### src/rtl/wb_modport_device.sv
// wb_modport_device: Wishbone B4 classic device endpoint backed by a FIFO; writes push, reads pop.
module wb_modport_device #(
   parameter int DAT_WIDTH   = 8,
   parameter int DEPTH       = 4,
   parameter int WAIT_STATES = 0
) (
   input  logic                 clk_i,
   input  logic                 rst_i,
   input  logic                 cyc_i,
   input  logic                 stb_i,
   input  logic                 we_i,
   input  logic [DAT_WIDTH-1:0] dat_i,
   output logic                 ack_o,
   output logic                 err_o,
   output logic                 rty_o,
   output logic [DAT_WIDTH-1:0] dat_o
);
   localparam int PW = $clog2(DEPTH);
   localparam int CW = $clog2(DEPTH + 1);
   localparam logic [3:0] WS = 4'(WAIT_STATES);
   localparam logic [PW-1:0] LAST = PW'(DEPTH - 1);
   typedef enum logic [1:0] {IDLE, WAIT, RESP} state_t;
   state_t state_q, state_d;
   logic [3:0] cnt_q, cnt_d;
   logic [DAT_WIDTH-1:0] mem_q [DEPTH];
   logic [PW-1:0] wr_ptr_q, rd_ptr_q;
   logic [CW-1:0] count_q;
   logic req, rsp, full, empty, push, pop;
   assign req   = cyc_i && stb_i;
   assign full  = count_q == CW'(DEPTH);
   assign empty = count_q == '0;
   assign push  = ack_o && we_i;
   assign pop   = ack_o && !we_i;
   assign rty_o = 1'b0;
   always_ff @(posedge clk_i) begin
      if (rst_i) begin
         state_q <= IDLE;
         cnt_q   <= '0;
      end else begin
         state_q <= state_d;
         cnt_q   <= cnt_d;
      end
   end
   // A dropped request anywhere in the wait sequence falls back to IDLE silently.
   always_comb begin
      state_d = IDLE;
      cnt_d   = cnt_q;
      if (WS != 4'd0 && req)
         unique case (state_q)
            IDLE: begin
               cnt_d   = 4'd1;
               state_d = (WS == 4'd1) ? RESP : WAIT;
            end
            WAIT: begin
               cnt_d   = cnt_q + 4'd1;
               state_d = (cnt_d == WS) ? RESP : WAIT;
            end
            default: state_d = IDLE;
         endcase
   end
   always_comb begin
      rsp   = !rst_i && req && (WS == 4'd0 || state_q == RESP);
      ack_o = rsp && (we_i ? !full : !empty);
      err_o = rsp && (we_i ? full : empty);
      dat_o = (rsp && !we_i && !empty) ? mem_q[rd_ptr_q] : '0;
   end
   always_ff @(posedge clk_i) begin
      if (rst_i) begin
         wr_ptr_q <= '0;
         rd_ptr_q <= '0;
         count_q  <= '0;
      end else if (push) begin
         wr_ptr_q <= (wr_ptr_q == LAST) ? '0 : wr_ptr_q + 1'b1;
         count_q  <= count_q + 1'b1;
      end else if (pop) begin
         rd_ptr_q <= (rd_ptr_q == LAST) ? '0 : rd_ptr_q + 1'b1;
         count_q  <= count_q - 1'b1;
      end
   end
   always_ff @(posedge clk_i) begin
      if (push) mem_q[wr_ptr_q] <= dat_i;
   end
endmodule

### config.mk
export PLATFORM = sky130hd
export DESIGN_NAME = wb_modport_device
export DESIGN_NICKNAME = d
export VERILOG_FILES = /design/src/rtl/wb_modport_device.sv
export SDC_FILE = /design/constraint.sdc
export NUM_CORES = 1
export LEC_CHECK = 0
export ABC_AREA = 0
export BUFFER_PORTS_ARGS = -buffer_cell sky130_fd_sc_hd__buf_2
export CORE_ASPECT_RATIO = 0.7
export CORE_UTILIZATION = 36
export CTS_CLUSTER_DIAMETER = 50
export DETAILED_ROUTE_END_ITERATION = 16
export HOLD_SLACK_MARGIN = 0.05
export SLEW_MARGIN = 15
export SYNTH_ARGS = -nofsm -noshare
export SYNTH_HDL_FRONTEND = slang
export SYNTH_SLANG_ARGS = --single-unit
### constraint.sdc
create_clock -name clk_i -period 6.35 [get_ports clk_i]
set_input_delay 0 -clock clk_i [delete_from_list [all_inputs] [get_ports clk_i]]
set_output_delay 0 -clock clk_i [all_outputs]
set_load 0.03 [all_outputs]
; Yosys cells after proc, flatten, opt, wreduce, memory -nomap -nowiden
; Memory sizes are Yosys's and may differ from the RTL's. A register that Yosys moved wholly into a read port is not among the register bits.
; Cells that the tools add are included.
[word_totals]
reg_bits = 7
mem_bits_rw = 32
out_inout_bits = 11
mem_count = 1
[classes]
add_sub_neg = 4
eq_ne = 3
n_mux = 11
bitwise_logic = 1
reduce_logical = 15
[mem_list]
columns = memory, words, word_bits, read_ports, rd_ports_with_merged_regs, wr, line
row1 = mem_q, 4, 8, 1, 1, 1, 25  ; logic [DAT_WIDTH-1:0] mem_q [DEPTH];
[op_table]
columns = op, n
row1 = logical AND 1 bit, 8
row2 = 2-to-1 mux 2 bit, 4
row3 = 2-to-1 mux 8 bit, 1
row4 = 2-to-1 mux 3 bit, 2
row5 = "adder 2 x 1 -> 2 bit, second input constant", 2
row6 = "equality test 2 bit, second input constant", 2
row7 = zero test 1 bit, 4
row8 = 2-to-1 mux 1 bit, 4
row9 = "adder 3 x 1 -> 3 bit, second input constant", 1
row10 = "equality test 3 bit, second input constant", 1
row11 = zero test 3 bit, 1
row12 = "subtractor 3 x 1 -> 3 bit, second input constant", 1
row13 = AND reduction 2 bit, 1
row14 = nonzero test 2 bit, 1
row15 = NOT 1 bit, 1

; Longest topological paths before layout
[logic_depth]
ltp_word = 9
mapped_depth = 9

; Least setup slack after synthesis
; No wires, ideal clock.
[synth_timing]
kind = reg2reg
startpoint = reg count_q[0]
endpoint = reg count_q[2]
setup_time_ns = 0.091
t_arrival_ns = 2.029
required_time_ns = 6.259
setup_slack_ns = 4.230
stages_incl_launch_ff = 9
period_less_slack_ns = 2.120
path_cell_list = dfxtp_1 nor2_1 a211oi_2 inv_1 fa_1 or2_2 o21ai_0 a21oi_1 a311oi_1
[synth_via]
elab_chain_len = 6
[synth_rtl]
columns = element, line
row1 = "start, declared", 27  ; logic [CW-1:0] count_q;
row2 = "start signal, assigned", 74  ; count_q <= count_q + 1'b1;
row3 = "start signal, assigned", 77  ; count_q <= count_q - 1'b1;
row4 = "parallel branches: the longest is 6 deep, another holds subtractor 3 x 1 -> 3 bit", --
; Parallel ways; which one is timed is not known. The select of a mux whose other input is x is not followed.
; A chain may end at the register's enable or synchronous reset.

; Worst setup path in the final report
[layout_timing]
startpoint = in rst_i
endpoint = reg count_q[2]
[layout_via]
elab_chain_len = 5
[layout_rtl]
columns = element, line
row1 = "start, declared", 8  ; input logic rst_i,
row2 = zero test 1 bit, 62  ; rsp = !rst_i && req && (WS == 4'd0 || state_q == RESP);
row3 = logical AND 1 bit, 62
row4 = logical AND 1 bit, 63  ; ack_o = rsp && (we_i ? !full : !empty);
row5 = logical AND 1 bit (on tied branches), "32, 33"
row6 = 2-to-1 mux 3 bit / nonzero test 2 bit (equally long branches), --
; Parallel ways exist; a longest one is shown, timed or not.

==> flow_summary.ini <==
[run_status]
status = finished clean

[global_routing]
grt_pass1_vias = 1009
grt_pass1_wl_um = 4950
antenna_found_initial = 0
globalRouteOverflowTotal = 0
grt.total_usage_pct = 14.0
grt_max_degree = 13

[drt]
viasPerCell = 4.92
post_drt_wl_per_cell_um = 15.2
drt_iter0_markers = 38
vias = 965
drc_errors = 0
wl_um = 2980
antenna_left = 0
firstDrtPassIters = 6

[logic_synthesis]
synth.distinct_cells = 27
synth_top_family_by_area = multiplexers
yosys.area.top_type = edfxtp_1
syn_area_sq_mm = 0.00172
synth-async-reset-ratio_pct = 0
synthTopCellsByArea = edfxtp_1 56%, dfxtp_1 10%, mux4_2 10%
syn_inst = 107
synth_top_area_share_pct = 55.9
synth-compound-area-share_pct = 3.86
ys_seq_area_share_pct = 66.4
yosys_warnings = 0
synth_edf_count = 32
synth_seq_cells = 41
synth_nets = 126
synth_ff_type = edfxtp_1
synth_mux_area_share_pct = 11.6
synthAdderAreaFrac_pct = 4.80
yosys.area_share.xor_xnor_pct = 0.509
synthSimpleGateAreaFrac_pct = 9.83
postSynthAreaPerCell_sq_um = 16.1

[layout]
final_nets = 159
final_util_pct = 45.7
instances_no_fill = 196
syn2layout_area_growth_pct = 18.5
antennaDiodeCount = 0
layout-drive-gt1-share_pct = 27.7

[hold_path]
hold_depth = 4
hp-start = cyc_i
hp-class = in2reg
min_to = count_q[1]$_SDFFE_PP0P_

[setup_path]
reg2reg_depth = 8
startpoint_type = input port
r2r_end = count_q[2]$_SDFFE_PP0P_
critical_path_class = in2reg
r2r-start = count_q[0]$_SDFFE_PP0P_
cp_slowest_cell = dlygate4sd3_1
crit_fanout = 9
critPathRequiredTime_ns = 6.55
crit_arrival_ns = 2.66
rrSetupSlack_ns = 3.93
path_cells = dlygate4sd3_1, buf_2, nand3b_4, a211oi_2, inv_1, fa_1, or2_2, o21ai_0, a21oi_1, a311oi_1
crit_path_end_kind = flip-flop
max_stage_delay_ns = 0.53

[cts]
clock_latency_ns = 0.29
cts-buffers-inserted = 5
cts_sinks = 41
cts_max_level = 2
clkTransAtPathRegs_ns = 0.07
cts_tree = done
clock_path_buffers = 2
cts_resized = 0
cts-root-buf = clkbuf_8

[place]
numPortBuffers = 22
place_inst = 179
gp_congestion = 0.856
hpwl_um = 1940

[sta]
rsz0062_at_grt = no
fin_crit_sh_pct = 38.7
hold_viol = 0
worstMarginPinSlew_ns = 0.559
fmax_mhz = 407
slew_viol_final = 0
relSlewSlack_pct = 62.7
skew_ns = 0.00808
finalSetupViolCount = 0
period_needed_ns = 2.46
setup_tns_ns = 0

[die]
io_pins = 24
core_sq_mm = 0.00445
dieArea_sq_mm = 0.00506
rows = 20
initial_core_util_pct = 38.6
chipWidth_um = 84.6
die_y_um = 59.8

[power_and_ir_drop]
ir_drop_mv = 0.130
powerDensity_mw_per_mm2 = 234
p_total_uw = 477
p_leak_uw = 0.000736

[job]
drv_cap = 0
## placed cells by master, fill, tap and decap left out, drive strengths merged, types with 2 or more instances in the layout
cell          n
mux2i         2
ha            5
or3           3
dlygate4sd3   9
inv           4
nor2          4
buf          22
nand2         6
o21ai         2
edfxtp       32
a21oi         4
mux4          8
o31ai         2
and2          4
clkbuf        7
nor2b         8
dfxtp         9
## worst max-delay path, delay by kind of cell
kind,cells,cell delay (ns)
and+or+nand+nor,2,0.48
buffers and inverters,3,0.87
AOI/OAI and AO/OA,4,0.88
adders and majority gates,1,0.43
## cell families (layout without fill, tap and decap cells)
kind of cell    after synthesis  after routing
other cells                   1              1
xor+xnor                      1              1
compound gates               10             10
buf+inv                       9             43
flops                        41             41
simple gates                 29             29
mux                          10             10
fa+ha+maj                     6              6
## layer usage
| metal | global-route usage, % | routed length (um) |
|---|---|---|
| met5 | 0 | 0 |
| met4 | 5.57 | 46 |
| met1 | 17.1 | 1370 |
| met2 | 21.6 | 1390 |
| met3 | 6.91 | 165 |
## synth_stat cells (2+ instances only)
| master | n |
|---|---|
| a21oi_1 | 4 |
| and2_1 | 4 |
| buf_2 | 2 |
| dfxtp_1 | 9 |
| edfxtp_1 | 32 |
| ha_1 | 5 |
| inv_1 | 4 |
| mux2i_1 | 2 |
| mux4_2 | 8 |
| nand2_1 | 6 |
| nor2_1 | 4 |
| nor2b_1 | 8 |
| o21ai_0 | 2 |
| o31ai_1 | 2 |
| or3_1 | 3 |
## per-stage QoR
| stage | cell area, sq um | hold WS, ns | setup WS [ns] |
|---|---|---|---|
| final | 2040 | 0.0984 | 3.89 |
| after global routing | 2040 | 0.126 | 3.69 |
| after detailed placement | 1870 | 0.217 | 3.92 |
| after global placement | 1870 | 0.211 | 4.11 |
| after floorplan | 1720 | 0.0989 | 4.23 |
| after CTS | 2040 | 0.0928 | 3.90 |
## final cells by class
| type | instances | area [sq um] |
|---|---|---|
| Fill cell | 387 | 2420 |
| Sequential cell | 41 | 1140 |
| Multi-Input combinational cell | 57 | 531 |
| Timing Repair Buffer | 31 | 200 |
| Clock buffer | 7 | 76.3 |
| Tap cell | 55 | 68.8 |
| Inverter | 4 | 15.0 |
| Clock inverter | 1 | 5.00 |
## state kept, by name (all words and copies together), names as in the netlist, named ones only
| register | cells |
|---|---|
| rd_ptr_q | 2 |
| mem_q | 32 |
| count_q | 3 |
| wr_ptr_q | 2 |
## worst max path at each step
| stage | startpoint | to | slack [ns] | depth (start not counted) |
|---|---|---|---|---|
| after floorplan | count_q[0]$_SDFFE_PP0P_ | count_q[2]$_SDFFE_PP0P_ | 4.23 | 8 |
| after global placement | count_q[0]$_SDFFE_PP0P_ | count_q[2]$_SDFFE_PP0P_ | 4.11 | 8 |
| after detailed placement | count_q[0]$_SDFFE_PP0P_ | count_q[2]$_SDFFE_PP0P_ | 3.92 | 8 |
| after CTS | rst_i | count_q[2]$_SDFFE_PP0P_ | 3.90 | 10 |
| after global routing | count_q[0]$_SDFFE_PP0P_ | count_q[2]$_SDFFE_PP0P_ | 3.69 | 8 |
| final | rst_i | count_q[2]$_SDFFE_PP0P_ | 3.89 | 10 |
## power breakdown
part           switching, uW  internal [uW]
clock                   81.6           77.0
combinational           13.2           12.4
sequential              1.95            291
## timing repair
item / in CTS / in global routing
setup buffers: 0 / 0
hold buffers: 9 / 0
setup endpoints to repair: 0 / 0
endpoints found under the hold margin: 40 / 0
(Power assumes the default switching activity.)
